**src/rtl/serial_add_ctrl_if.sv**
```systemverilog
// Operand/result handshake bundle for serial_add_ctrl; the ovf flag exists only
// when SERIAL_ADD_OVF_EN is defined.
interface serial_add_ctrl_if #(
    parameter int WIDTH = 8
);
    logic             in_valid;
    logic             in_ready;
    logic [WIDTH-1:0] a;
    logic [WIDTH-1:0] b;
    logic             cin;
    logic             out_valid;
    logic             out_ready;
    logic [WIDTH-1:0] sum;
    logic             cout;
`ifdef SERIAL_ADD_OVF_EN
    logic             ovf;
`endif

    modport master (
        output in_valid, a, b, cin, out_ready,
        input  in_ready, out_valid, sum, cout
`ifdef SERIAL_ADD_OVF_EN
        , input ovf
`endif
    );

    modport slave (
        input  in_valid, a, b, cin, out_ready,
        output in_ready, out_valid, sum, cout
`ifdef SERIAL_ADD_OVF_EN
        , output ovf
`endif
    );
endinterface

```
**src/rtl/serial_add_ctrl.sv**
```systemverilog
// Bit-serial adder: one full-adder slice reused over WIDTH cycles, LSB first.
// Latency: WIDTH cycles from accept edge to out_valid; one op per WIDTH+2 cycles max.
// Backpressure: result held in DONE until out_ready; in_ready only in IDLE. Optional SERIAL_ADD_OVF_EN adds ovf.
module serial_add_ctrl #(
    parameter int WIDTH = 8
) (
    input  logic              clk,
    input  logic              rst_n,
    serial_add_ctrl_if.slave  bus
);
    localparam int CW = (WIDTH > 1) ? $clog2(WIDTH) : 1;
    localparam logic [CW-1:0] LAST = CW'(WIDTH - 1);

    typedef enum logic [1:0] {ST_IDLE, ST_RUN, ST_DONE} state_e;

    state_e           state_q, state_d;
    logic [WIDTH-1:0] a_sh_q, a_sh_d;
    logic [WIDTH-1:0] b_sh_q, b_sh_d;
    logic [WIDTH-1:0] res_q, res_d;
    logic [WIDTH-1:0] sum_q, sum_d;
    logic [CW-1:0]    cnt_q, cnt_d;
    logic             carry_q, carry_d;
    logic             cout_q, cout_d;
`ifdef SERIAL_ADD_OVF_EN
    logic             ovf_q, ovf_d;
`endif

    logic fa_s, fa_co;

    assign fa_s  = a_sh_q[0] ^ b_sh_q[0] ^ carry_q;
    assign fa_co = (a_sh_q[0] & b_sh_q[0]) | (b_sh_q[0] & carry_q) | (a_sh_q[0] & carry_q);

    always_comb begin
        state_d = state_q;
        a_sh_d  = a_sh_q;
        b_sh_d  = b_sh_q;
        res_d   = res_q;
        sum_d   = sum_q;
        cnt_d   = cnt_q;
        carry_d = carry_q;
        cout_d  = cout_q;
`ifdef SERIAL_ADD_OVF_EN
        ovf_d   = ovf_q;
`endif
        unique case (state_q)
            ST_IDLE: begin
                if (bus.in_valid) begin
                    a_sh_d  = bus.a;
                    b_sh_d  = bus.b;
                    carry_d = bus.cin;
                    cnt_d   = '0;
                    state_d = ST_RUN;
                end
            end
            ST_RUN: begin
                a_sh_d  = a_sh_q >> 1;
                b_sh_d  = b_sh_q >> 1;
                carry_d = fa_co;
                // new sum bit enters at the MSB so bit 0 ends up at position 0
                res_d   = (res_q >> 1) | {fa_s, {(WIDTH-1){1'b0}}};
                cnt_d   = cnt_q + CW'(1);
                if (cnt_q == LAST) begin
                    sum_d   = res_d;
                    cout_d  = fa_co;
`ifdef SERIAL_ADD_OVF_EN
                    // carry_q is the carry into the MSB on this final cycle
                    ovf_d   = carry_q ^ fa_co;
`endif
                    state_d = ST_DONE;
                end
            end
            ST_DONE: begin
                if (bus.out_ready) begin
                    state_d = ST_IDLE;
                end
            end
            default: state_d = ST_IDLE;
        endcase
    end

    always_ff @(posedge clk or negedge rst_n) begin
        if (!rst_n) begin
            state_q <= ST_IDLE;
            a_sh_q  <= '0;
            b_sh_q  <= '0;
            res_q   <= '0;
            sum_q   <= '0;
            cnt_q   <= '0;
            carry_q <= 1'b0;
            cout_q  <= 1'b0;
`ifdef SERIAL_ADD_OVF_EN
            ovf_q   <= 1'b0;
`endif
        end else begin
            state_q <= state_d;
            a_sh_q  <= a_sh_d;
            b_sh_q  <= b_sh_d;
            res_q   <= res_d;
            sum_q   <= sum_d;
            cnt_q   <= cnt_d;
            carry_q <= carry_d;
            cout_q  <= cout_d;
`ifdef SERIAL_ADD_OVF_EN
            ovf_q   <= ovf_d;
`endif
        end
    end

    assign bus.in_ready  = (state_q == ST_IDLE);
    assign bus.out_valid = (state_q == ST_DONE);
    assign bus.sum       = sum_q;
    assign bus.cout      = cout_q;
`ifdef SERIAL_ADD_OVF_EN
    assign bus.ovf       = ovf_q;
`endif
endmodule

```
**src/flat_wrapper.sv**
```systemverilog
// flat-port wrapper written by rule: the top's interface ports become plain ports
module serial_add_ctrl_flat 
#(
    parameter int WIDTH = 8
)
  (clk, rst_n, bus_in_valid, bus_a, bus_b, bus_cin, bus_out_ready, bus_in_ready, bus_out_valid, bus_sum, bus_cout);
  serial_add_ctrl_if #(.WIDTH(WIDTH)) bus_i ();
  input  logic clk;
  input  logic rst_n;
  input wire logic [$bits(bus_i.in_valid)-1:0] bus_in_valid;
  input wire logic [$bits(bus_i.a)-1:0] bus_a;
  input wire logic [$bits(bus_i.b)-1:0] bus_b;
  input wire logic [$bits(bus_i.cin)-1:0] bus_cin;
  input wire logic [$bits(bus_i.out_ready)-1:0] bus_out_ready;
  output wire logic [$bits(bus_i.in_ready)-1:0] bus_in_ready;
  output wire logic [$bits(bus_i.out_valid)-1:0] bus_out_valid;
  output wire logic [$bits(bus_i.sum)-1:0] bus_sum;
  output wire logic [$bits(bus_i.cout)-1:0] bus_cout;
  assign bus_i.in_valid = bus_in_valid;
  assign bus_i.a = bus_a;
  assign bus_i.b = bus_b;
  assign bus_i.cin = bus_cin;
  assign bus_i.out_ready = bus_out_ready;
  assign bus_in_ready = bus_i.in_ready;
  assign bus_out_valid = bus_i.out_valid;
  assign bus_sum = bus_i.sum;
  assign bus_cout = bus_i.cout;
  serial_add_ctrl #(.WIDTH(WIDTH)) u_core (.clk(clk), .rst_n(rst_n), .bus(bus_i));
endmodule
```
**config.mk**
```make
export PLATFORM = sky130hd
export DESIGN_NAME = serial_add_ctrl_flat
export DESIGN_NICKNAME = d
export VERILOG_FILES = /design/src/rtl/serial_add_ctrl_if.sv /design/src/rtl/serial_add_ctrl.sv /design/src/flat_wrapper.sv
export SDC_FILE = /design/constraint.sdc
export NUM_CORES = 1
export LEC_CHECK = 0
export CORE_ASPECT_RATIO = 0.75
export CORE_UTILIZATION = 52
export DETAILED_ROUTE_END_ITERATION = 8
export PLACE_DENSITY_LB_ADDON = 0.15
export SLEW_MARGIN = 5
export SYNTH_ARGS = -nofsm -noshare
export SYNTH_HDL_FRONTEND = slang
export SYNTH_SLANG_ARGS = --single-unit
```
**constraint.sdc**
```tcl
create_clock -name clk -period 1.5 [get_ports clk]
set_input_delay 0.45 -clock clk [delete_from_list [all_inputs] [get_ports clk]]
set_output_delay 0.45 -clock clk [all_outputs]
set_load 0.005 [all_outputs]
```
==> results.md <==
- Status: complete, but fails checks
- Failing checks: setup timing
- IO Port Bufs: 31
- Yosys top cell area share: 53.00%
- Post-synth EDFFs: 0
- Min-Delay Path Class: in -> async
- Core area: 3288 µm²
- Least-Margin Pin Slew: 0.4201 ns
- Die ar.: 3692 µm²
- Vias post-DR: 1311
- Final worst slack: -0.02173 ns
- # Max-Cap Violations: 0
- RePlAce Congestion: 0.7391
- Hold buffer count at cts: 0
- Fill cells: 199
- Top Ports: 32
- Synth top cells by count: dfrtp_1, inv_1, mux2_4, nor3b_1
- Length of the first detailed-routing pass in iterations: 4
- Routed len/inst: 17.85 µm
- Max Root-Sink Buffers: 2
- Vias in the first global route: 1230
- Initial Util: 54.57%
- NumNets Final: 214
- Crit path arrival time: 1.07 ns
- Die extent in x: 69.83 µm
- Final Setup Violations: 3
- Clock network power share: 14.1%
- Required time of the critical path: 1.05 ns
- Sequential fraction of the synthesis area: 53.00%
- Number of buffers created by CTS: 5
- Max Fclk: 657.1 MHz
- Largest cells by area after synthesis: dfrtp_1, mux2_4, mux2_2
- DRT Wirelength: 4.124 mm
- Sequential share of power: 36.9%
- Std cell rows: 18
- CTS tree: done
- Clock Latency Late Sink: 0.29 ns
- # diodes: 0
- Synth Register Bits: 38
- Cell variety after synth: 29
- Detailed Place HPWL: 2.503 mm
- Initial antenna violation count: 0
- Power Dens Cells: 1968 nW/µm²
- Worst R2R Setup Slack: 0 ns
- Die Ht: 52.87 µm
- H-tree depth: 2
- Fin. max-slew vios: 0
- Iter 0 DRT Violations: 58
- Layout area overhead: 41.98%
- Final antenna-violating net count: 0
- Tot GR Track Use: 22.10%
- Period utilization: 101.4%
- Setup WS pre-CTS: -0.2807 ns
- Worst Setup Path Type: reg -> out
- Clk_skew: 0.009084 ns
- Synth warn: 0
- Minimum clock period: 1.522 ns
- Hold WS: 0.08887 ns
- Slew margin rel.: 72.00%
- Mapped cell area: 1794 µm²
- Sw power: 0.001588 W
- CTS sink count: 38
- Crit path launch type: register
- Global-route wire length before repair: 5.996 mm
- Crit-path max FO: 3
- Biggest area consumer among synthesized cells: dfrtp_1
- Synth Area per Inst: 13.49 µm²
- Total power: 0.005013 W
- Crit end category: output port
- Peak supply drop: 1110 µV
- Post-Syn Instances: 133
- Vias per Instance: 5.675
- Ys flop type: dfrtp_1
- Syn_nets: 157
- Largest net degree at the start of global routing: 23
- Leak: 1.176 nW
- Fin util: 77.47%
- Asr flop ratio synth: 100.0%
- DRC: 0
- Worst-path clk slew: 0.07 ns
- RSZ-0062 raised after global routing: true
- Comb pwr share: 49.0%
- Dominant cell by count in the synthesized netlist: dfrtp_1
- GR Overflow Total: 0
- Layout cell share with drive strength beyond 1: 39.79%
- Final hold violations: 0
- Root buf cell: clkbuf_8
- Internal power: 0.003425 W
- Sw Ratio: 31.68%
==> power groups by stage <==
| stage | registers [W] | logic [W] | clock network (W) |
|---|---|---|---|
| 2_1_floorplan | 0.00177 | 0.00128 | 0 |
| 4_1_cts | 0.00183 | 0.00218 | 0.000717 |
| 3_5_place_dp | 0.00184 | 0.00201 | 0 |
| 3_3_place_gp | 0.00181 | 0.00194 | 0 |
| 5_1_grt | 0.00190 | 0.00264 | 0.000779 |
| 6_report | 0.00185 | 0.00246 | 0.000706 |
==> cell families (layout without fill, tap and decap cells) <==
group                    after synthesis  in the layout  synth area share [%]
AO/OA/AOI/OAI                         23             23                 11.72
adder cells (fa/ha/maj)                3              3                 2.510
buffers and inverters                 20             78                 5.718
flip-flops                            38             38                 53.00
AND/OR/NAND/NOR                       32             32                 14.57
multiplexers                          17             17                 12.48
==> registers in the layout (all words and copies together) (netlist names) <==
signal / count
u_core.carry_q: 1
u_core.a_sh_q: 8
u_core.bus.cout: 1
u_core.cnt_q: 3
u_core.state_q: 2
u_core.bus.sum: 8
u_core.b_sh_q: 8
u_core.res_q: 7
==> worst paths after layout <==
| check | start | to | depth (start not counted) |
|---|---|---|---|
| setup / recovery | u_core.state_q[1] | bus_in_ready | 3 |
| hold / removal | rst_n | u_core.a_sh_q[1] | 1 |
| setup reg to reg | u_core.state_q[0] | u_core.a_sh_q[6] | 5 |
| hold reg to reg | u_core.res_q[1] | u_core.bus.sum[0] | 1 |
| max in group asynchronous | rst_n | u_core.state_q[1] | 2 |
| min in group clk | u_core.res_q[1] | u_core.bus.sum[0] | 1 |
==> metal layers <==
metal	wire [µm]	global-route usage, %
met2	2088	36.38
met5	0	0
met1	1806	29.17
met4	62	7.667
met3	166	5.143
==> placed cells by master (no fill, tap or decap), drive strengths merged <==
master         netlist  final
o221a                7      7
a21oi                1      1
ha                   2      2
o21ba                1      1
clkinv               0      1
inv                  9      9
o21bai               1      1
a211o                2      2
nor3b                8      8
nor4b                6      6
mux2i                1      1
o21ai                1      1
mux2                16     16
a211oi               6      6
clkdlybuf4s50        0     19
and2b                1      1
or4b                 7      7
buf                  8     31
clkbuf               3      9
fa                   1      1
nand2b               4      4
nor2b                2      2
nand3b               1      1
dlygate4sd2          0      9
a22o                 2      2
dfrtp               38     38
a222oi               2      2
nor2                 1      1
nor4bb               2      2
==> critical path, stage by stage, from the launching register on <==
cell,delay (ns)
dfrtp_2,0.43
buf_6,0.13
nor2_4,0.10
buf_2,0.12
==> through the flow <==
step	cells	instance area [µm²]	setup TNS, ns
2_1_floorplan	133	1794	0
3_3_place_gp	209	2226	-4.059
3_5_place_dp	209	2226	-4.400
4_1_cts	224	2411	-0.2325
5_1_grt	231	2547	-0.5497
6_report	231	2547	-0.02615
==> layout make-up <==
class / count / area, µm² / area share [%]
Clock buffer: 7 / 86.33 / 3.389
Tap cell: 40 / 50.05 / 1.965
Multi-Input combinational cell: 75 / 810.8 / 31.83
Inverter: 9 / 33.78 / 1.326
Clock inverter: 1 / 5.005 / 0.1965
Timing Repair Buffer: 61 / 609.3 / 23.92
Sequential cell: 38 / 952.2 / 37.38
==> repair_timing <==
action | in CTS | in global routing
cloned | 0 | 1
pin swaps | 3 | 6
resized for setup | 29 | 16
endpoints found under the setup margin | 20 | 32
buffers inserted | 8 | 7
(Power assumes the default switching activity.)
